**src/rtl/level_pwm_pkg.sv**
```systemverilog
// -----------------------------------------------------------------------------
// level_pwm_pkg
//   Shared constants for the level-to-PWM block: direction codes reported on
//   the dir output and the direction-tracking FSM state encodings.
//   Optional feature macro used by the block: LEVEL_PWM_TURN_CNT_EN.
// -----------------------------------------------------------------------------
package level_pwm_pkg;

   // Direction codes driven on dir.
   localparam logic [1:0] DIR_HOLD = 2'b00;
   localparam logic [1:0] DIR_UP   = 2'b01;
   localparam logic [1:0] DIR_DOWN = 2'b10;

   // Direction-tracking FSM states; the encoding is visible on state_dbg.
   typedef enum logic [1:0] {
      ST_IDLE = 2'b00,
      ST_RISE = 2'b01,
      ST_FALL = 2'b10
   } dir_state_e;

   // Direction code for a comparison of the new level against the old one.
   function automatic logic [1:0] dir_code(input logic gt, input logic lt);
      logic [1:0] code;
      code = DIR_HOLD;
      if (gt)      code = DIR_UP;
      else if (lt) code = DIR_DOWN;
      return code;
   endfunction

endpackage

```
**src/rtl/level_pwm_gen_timebase.sv**
```systemverilog
// -----------------------------------------------------------------------------
// level_pwm_gen_timebase
//   Prescaler plus slot counter that define the PWM frame.
//   A frame is 2**LVL_W slots, each slot PRESCALE clk cycles long.
// Ports
//   clk   in   1      rising-edge clock
//   rst   in   1      synchronous active-high reset (pre_cnt=0, slot=0)
//   slot  out  LVL_W  current slot index within the frame
//   tick  out  1      last clk cycle of the current slot
//   load  out  1      last clk cycle of the frame (tick in the final slot)
// -----------------------------------------------------------------------------
module level_pwm_gen_timebase #(
   parameter int unsigned LVL_W    = 4,
   parameter int unsigned PRESCALE = 1
) (
   input  logic             clk,
   input  logic             rst,
   output logic [LVL_W-1:0] slot,
   output logic             tick,
   output logic             load
);

   // A single-cycle slot still needs a 1-bit counter that simply stays at 0.
   localparam int unsigned     PW       = (PRESCALE > 1) ? $clog2(PRESCALE) : 1;
   localparam logic [PW-1:0]   PRE_MAX  = PW'(PRESCALE - 1);
   localparam logic [LVL_W-1:0] SLOT_MAX = '1;

   logic [PW-1:0]    pre_cnt;
   logic [LVL_W-1:0] slot_q;

   always_ff @(posedge clk) begin
      if (rst) begin
         pre_cnt <= '0;
         slot_q  <= '0;
      end else if (tick) begin
         pre_cnt <= '0;
         // Natural LVL_W-bit wrap takes the last slot back to slot 0.
         slot_q  <= slot_q + 1'b1;
      end else begin
         pre_cnt <= pre_cnt + 1'b1;
      end
   end

   assign tick = (pre_cnt == PRE_MAX);
   assign load = tick && (slot_q == SLOT_MAX);
   assign slot = slot_q;

endmodule

```
**src/rtl/level_pwm_gen.sv**
```systemverilog
// -----------------------------------------------------------------------------
// level_pwm_gen
//   Turns the 4-bit saturating counter value into a glitch-free PWM duty for
//   the LED/analog pad. The level is sampled only on the last cycle of each
//   frame, so a duty change never splits a frame. Between frames the block
//   tracks whether the level is rising or falling and pulses on reversals.
// Optional feature: define LEVEL_PWM_TURN_CNT_EN to add the turn_cnt port and
//   its saturating reversal counter; without it the port and counter vanish.
// Ports
//   clk          in   1       rising-edge clock
//   rst          in   1       synchronous active-high reset
//   level_in     in   LVL_W   counter value, sampled at frame end only
//   pwm_out      out  1       PWM output, high while slot < loaded level
//   frame_start  out  1       1-cycle pulse on the level-load cycle
//   dir          out  2       00 hold, 01 up, 10 down (updated at load)
//   turn_pulse   out  1       1-cycle pulse in slot 0 after a reversal
//   turn_cnt     out  TURN_W  saturating reversal count (feature build only)
//   state_dbg    out  2       direction FSM state (ST_IDLE/ST_RISE/ST_FALL)
// -----------------------------------------------------------------------------
module level_pwm_gen
   import level_pwm_pkg::*;
#(
   parameter int unsigned LVL_W    = 4,
   parameter int unsigned PRESCALE = 1,
   parameter int unsigned TURN_W   = 8
) (
   input  logic             clk,
   input  logic             rst,
   input  logic [LVL_W-1:0] level_in,
   output logic             pwm_out,
   output logic             frame_start,
   output logic [1:0]       dir,
   output logic             turn_pulse,
`ifdef LEVEL_PWM_TURN_CNT_EN
   output logic [TURN_W-1:0] turn_cnt,
`endif
   output logic [1:0]       state_dbg
);

   // Elaboration-time guard on the parameter ranges.
   if (PRESCALE < 1 || TURN_W < 1 || LVL_W < 1) begin : g_bad_param
      $error("level_pwm_gen: PRESCALE, TURN_W and LVL_W must be >= 1");
   end

   logic [LVL_W-1:0] slot;
   logic             tick;
   logic             load;

   level_pwm_gen_timebase #(
      .LVL_W    (LVL_W),
      .PRESCALE (PRESCALE)
   ) u_timebase (
      .clk  (clk),
      .rst  (rst),
      .slot (slot),
      .tick (tick),
      .load (load)
   );

   // ---------------------------------------------------------------------------
   // Level register and duty decode
   // ---------------------------------------------------------------------------
   logic [LVL_W-1:0] level_q;

   always_ff @(posedge clk) begin
      if (rst)       level_q <= '0;
      else if (load) level_q <= level_in;
   end

   // Pure decode of registers: no added latency, and since slot never reaches
   // 2**LVL_W the output is never high for a whole frame.
   assign pwm_out     = (slot < level_q);
   assign frame_start = load;

   // ---------------------------------------------------------------------------
   // Direction FSM: evaluated only on load, new level vs. currently held one.
   // ---------------------------------------------------------------------------
   logic lvl_gt;
   logic lvl_lt;

   assign lvl_gt = (level_in > level_q);
   assign lvl_lt = (level_in < level_q);

   dir_state_e state_q;
   dir_state_e state_nxt;
   logic [1:0] dir_q;
   logic [1:0] dir_nxt;
   logic       turn_q;
   logic       turn_nxt;

   // State register; dir and turn_pulse are captured on the same load edge.
   always_ff @(posedge clk) begin
      if (rst) begin
         state_q <= ST_IDLE;
         dir_q   <= DIR_HOLD;
         turn_q  <= 1'b0;
      end else begin
         // turn_pulse lives for exactly the cycle after a load.
         turn_q <= load && turn_nxt;
         if (load) begin
            state_q <= state_nxt;
            dir_q   <= dir_nxt;
         end
      end
   end

   // Next state. Equal levels keep the RISE/FALL history untouched.
   always_comb begin
      state_nxt = state_q;
      case (state_q)
         ST_IDLE: begin
            if (lvl_gt)      state_nxt = ST_RISE;
            else if (lvl_lt) state_nxt = ST_FALL;
         end
         ST_RISE: begin
            if (lvl_lt) state_nxt = ST_FALL;
         end
         ST_FALL: begin
            if (lvl_gt) state_nxt = ST_RISE;
         end
         default: state_nxt = ST_IDLE;
      endcase
   end

   // Output decode, registered above on load.
   always_comb begin
      dir_nxt  = dir_code(lvl_gt, lvl_lt);
      turn_nxt = 1'b0;
      case (state_q)
         ST_RISE: turn_nxt = lvl_lt;
         ST_FALL: turn_nxt = lvl_gt;
         default: turn_nxt = 1'b0;
      endcase
   end

   assign dir        = dir_q;
   assign turn_pulse = turn_q;
   assign state_dbg  = state_q;

`ifdef LEVEL_PWM_TURN_CNT_EN
   // ---------------------------------------------------------------------------
   // Reversal counter: steps on the same edge that raises turn_pulse, sticks at
   // all-ones, cleared only by rst.
   // ---------------------------------------------------------------------------
   logic [TURN_W-1:0] turn_cnt_q;

   always_ff @(posedge clk) begin
      if (rst) begin
         turn_cnt_q <= '0;
      end else if (load && turn_nxt && (turn_cnt_q != {TURN_W{1'b1}})) begin
         turn_cnt_q <= turn_cnt_q + 1'b1;
      end
   end

   assign turn_cnt = turn_cnt_q;
`endif

endmodule
```
**config.mk**
```make
export PLATFORM = sky130hd
export DESIGN_NAME = level_pwm_gen
export DESIGN_NICKNAME = d
export VERILOG_FILES = /design/src/rtl/level_pwm_pkg.sv /design/src/rtl/level_pwm_gen_timebase.sv /design/src/rtl/level_pwm_gen.sv
export SDC_FILE = /design/constraint.sdc
export NUM_CORES = 1
export LEC_CHECK = 0
export ABC_AREA = 1
export CAP_MARGIN = 5
export CORE_UTILIZATION = 45
export CTS_BUF_LIST = sky130_fd_sc_hd__clkbuf_4
export CTS_CLUSTER_DIAMETER = 150
export DETAILED_ROUTE_END_ITERATION = 8
export PLACE_DENSITY_LB_ADDON = 0.08
export SYNTH_ARGS = -nofsm -noshare
export SYNTH_HDL_FRONTEND = slang
export SYNTH_SLANG_ARGS = --single-unit
```
**constraint.sdc**
```tcl
create_clock -name clk -period 1.75 [get_ports clk]
set_input_delay 0.35 -clock clk [delete_from_list [all_inputs] [get_ports clk]]
set_output_delay 0.35 -clock clk [all_outputs]
set_load 0.05 [all_outputs]
```
Word-level counts from Yosys, hierarchy flattened

Index checks and enable logic that the tools add are counted.

Bits in latches: 0
Output and inout port bits: 7
Memory bits (writable): 0
Flip-flop bits (word level): 14
Memories kept: 0
Logic and storage cells: 28
Input port bits: 6
ROM bits: 0

Equal/unequal tests: 4
Shift operators: 0
Reduce and logical (&&, ||, !) cells: 5
Divide/modulo/power cells: 0
Multipliers: 0
Bitwise gates (word level): 1
Mux-type cells: 7
Add/sub/neg operators: 2
Magnitude comparators: 3

Operator list:

| operator            | number |
|---|---|
| $mux 2              | 5 |
| $lt 4x4->1          | 2 |
| $pmux 2 s3          | 1 |
| $add 4x1->4 const B | 1 |
| $eq 4x4->1 const B  | 1 |
| $gt 4x4->1          | 1 |
| $eq 2x1->1 const B  | 1 |
| $eq 2x2->1 const B  | 1 |
| $logic_and 1x1->1   | 2 |
| $logic_not 2->1     | 1 |
| $ne 2x2->1 const B  | 1 |
| $pmux 1 s2          | 1 |
| $reduce_and 2->1    | 1 |
| $reduce_or 2->1     | 1 |
| $add 1x1->1 const B | 1 |
| $not 1->1           | 1 |

Longest topological paths before layout

Depth after elaboration: 4
Mapped depth: 13
Mapped depth without buffers: 13

Hierarchy

From an unflattened synthesis, not the netlist that was laid out.

Cell total of the unflattened synthesis: 106
Area, all modules: 808.3 µm²

By module, submodules not included:

| module                 | area each (µm²) | cells an instance | times used | sequential area each (µm²) |
|---|---|---|---|---|
| level_pwm_gen          | 598.1           | 78                | 1          | 180.2 |
| level_pwm_gen_timebase | 210.2           | 28                | 1          | 100.1 |

Worst setup path before layout

OpenSTA, ideal clock, no wires.

Path type: register -> output
Start: reg level_q[3]
End: out pwm_out
Slack: 224 ps
Arrival time: 1176 ps
Stages on the path, launching flop included: 5
Path buffers: 0
Data required time: 1400 ps
Path through: dfxtp_1 inv_1 ha_1 a21oi_1 o21a_1

Longest elaborated chain between the ends: 1

RTL lines:

| what                     | RTL line            | source |
|---|---|---|
| start: declaration       | level_pwm_gen.sv:63 | `logic [LVL_W-1:0] level_q;` |
| start signal: assignment | level_pwm_gen.sv:67 | `else if (load) level_q <= level_in;` |
| $lt 4x4->1               | level_pwm_gen.sv:72 | `assign pwm_out = (slot < level_q);` |
| end: declaration         | level_pwm_gen.sv:30 | `output logic pwm_out,` |

Every way passes these cells.

Final worst setup path

Start: reg level_q[2]
End: out pwm_out

The elaborated chain is that of the path after synthesis.

==> impl_metrics.py <==
metrics = {
    "die": {
        "fp.dieW_um": 44.55,
        "dieArea_um2": 1984,
        "core_um2": 1708,
        "die_y_um": 44.55,
        "io_pins": 13,
        "fp-row-count": 15,
        "start_util": 0.4769,
    },
    "sta": {
        "rsz0062_at_grt": "yes",
        "report.final.slew_viol_count": 0,
        "finalHoldViolations": 0,
        "setup_slack_ns": 0.03991,
        "finalCritPeriodShare": 0.9772,
        "fmax_mhz": 584.8,
        "setup_viol": 0,
        "fin_crit_ns": 1.710,
        "setup_tns_ns": 0,
        "skew_ns": 0.002789,
        "hold_ws_ns": 0.4537,
    },
    "drt": {
        "drt_iter0_markers": 7,
        "routed.top_layer": "met4",
        "wl_um": 1743,
        "vias": 725,
        "antenna_left": 0,
        "routed-wl-met2_um": 915,
        "wl_per_cell_um": 11.94,
        "dr_wl_met3_um": 28,
        "route.detailed.drc": 0,
        "viasPerCell": 4.966,
        "wirelength_met1_um": 768,
        "drt-pass1-iter-count": 4,
    },
    "pwr": {
        "power.density_nw_per_um2": 577.3,
        "p_sw_uw": 174.0,
        "comb_power_share": 0.159,
        "seq_power_share": 0.526,
        "power_uw": 630.6,
        "peakVddDrop_v": 0.0004893,
        "netSwitchingFraction": 0.2759,
        "power.internal_uw": 456.6,
        "power_leakage_nw": 0.4824,
        "p_clk_frac": 0.316,
    },
    "placement": {
        "placed_area_um2": 988.4,
        "portBuffers": 12,
        "gp_congestion": 0.7575,
        "hpwl_um": 1195,
        "post-place-ws_ns": -0.2118,
    },
    "logic_synthesis": {
        "synth.net_count": 120,
        "synth_top_area_cell": "dfxtp_1",
        "ys_types": 22,
        "ys_seq_area_frac": 0.3441,
        "synth_area_um2": 814.5,
        "syn_avg_cell_area_um2": 7.986,
        "synthCells": 102,
        "synth.area.top_cells": "dfxtp_1 (34%), ha_1 (18%), a21oi_1 (8.0%), nand2_1 (6.9%), inv_1 (6.5%)",
        "yosys_warnings": 0,
        "synth_top_area_frac": 0.3441,
        "ys_ff_latch": 14,
    },
    "cells_and_area": {
        "num-nets-final": 140,
        "area_delta_synth_final_pct": 34.10,
        "design_area_um2": 1092,
        "final_common_cell": "nand2_1",
        "drive_gt1_frac": 0.3140,
        "mostFrequentLayoutCells": "nand2_1 (14), inv_1 (11), a21oi_1 (10), dfxtp_1 (9)",
        "n_antenna_cell": 0,
        "n_fill_cell": 168,
    },
    "setup_path": {
        "arrival_ns": 1.36,
        "cp.required_ns": 1.40,
        "crit_fanout": 3,
        "critPathLaunchType": "flop",
        "crit_type": "reg -> out",
        "crit_path_end_kind": "primary output",
    },
    "clocking": {
        "cts_buffers": 3,
        "cts_htree_levels": 1,
        "cts_tree": "built",
        "clockBufferDepth": 2,
        "path_clk_slew_ns": 0.09,
        "clk_latency_ns": 0.29,
        "cts.sinks": 14,
        "cts_root_buf": "clkbuf_4",
    },
    "global_routing": {
        "grt_first_pass_wirelength_um": 2573,
        "grt_pass1_vias": 661,
        "gr-total-overflow": 0,
        "grt_start_max_net_pins": 11,
        "grt_usage": 0.1804,
        "antenna_found_initial": 0,
    },
    "outcome": {
        "outcome": "completed",
    },
    "min_path": {
        "hold_class": "in -> reg",
    },
    "flow_run": {
        "drv_cap": 0,
    },
}
[logic make-up (layout without fill, tap and decap cells)]
kind of cell | after synthesis | count (layout) | share of synthesized area
AND/OR/NAND/NOR | 34 | 34 | 0.2227
AO/OA/AOI/OAI | 24 | 24 | 0.1598
buffers and inverters | 17 | 36 | 0.08449
flip-flops | 14 | 14 | 0.3441
adder cells (fa/ha/maj) | 12 | 12 | 0.1843
other | 1 | 1 | 0.004604
[layout make-up]
class / instances / area (um^2) / share of cell area
inverters: 17 / 71.32 / 0.06529
repair buffers: 15 / 152.6 / 0.1397
clock inverters: 1 / 3.754 / 0.003436
well taps: 25 / 31.28 / 0.02864
multi-input cells: 71 / 524.3 / 0.4800
flip-flops and latches: 14 / 286.5 / 0.2623
clock buffers: 3 / 22.52 / 0.02062
[through the flow]
step | util | std cells
floorplan | - | 102
global placement | 0.5788 | 141
detailed placement | 0.5788 | 141
CTS | 0.6015 | 145
global route | 0.6396 | 146
finish | 0.6396 | 146
[Yosys cell counts (all sizes together)]
library cell	count
nor3	1
conb	1
nor2	10
inv	17
nand2	17
o22ai	1
nor3b	1
a21oi	13
nand4	1
ha	12
o21a	1
o21ai	8
nand3	4
o211ai	1
dfxtp	14
[sequential cells by signal, indices dropped and copies added (netlist names)]
name / cells
dir: 2
level_q: 4
state_dbg: 2
u_timebase.slot: 4
u_timebase.pre_cnt: 1
turn_pulse: 1
[worst paths after layout]
kind | from | to | slack (ns) | cells after the start
setup / recovery | level_q[2] | pwm_out | 0.04 | 5
hold / removal | level_in[3] | level_q[3] | 0.45 | 3
setup reg to reg | u_timebase.slot[1] | state_dbg[1] | 0.23 | 10
hold reg to reg | level_q[2] | level_q[2] | 0.48 | 2
[per-layer routing]
metal,track usage,vias up
met5,0,-
met4,0.09091,0
met3,0.02449,5
met2,0.3118,9
met1,0.2170,341
li1,-,370
[power by group through the flow]
| stage | logic, mW | registers [mW] | clock network (mW) |
|---|---|---|---|
| final | 0.100 | 0.331 | 0.199 |
| after detailed placement | 0.0879 | 0.337 | 0 |
| after global placement | 0.0860 | 0.337 | 0 |
| after CTS | 0.0885 | 0.330 | 0.196 |
| after global routing | 0.109 | 0.333 | 0.207 |
| after floorplan | 0.0499 | 0.336 | 0 |
[timing repair]
action / 4_1_cts / 5_1_grt
cloned: 0 / 0
buffers inserted: 0 / 1
gates resized for setup: 2 / 17
setup endpoints to repair: 1 / 4
pin swaps: 3 / 2
hold buffers: 0 / 0
[critical path, cell delays in order (launching register included)]
cell     delay (ns)
dfxtp_1        0.33
inv_2          0.05
ha_1           0.28
nand2_2        0.05
o21a_1         0.21
buf_12         0.15
Power figures use the tool's default switching activity.
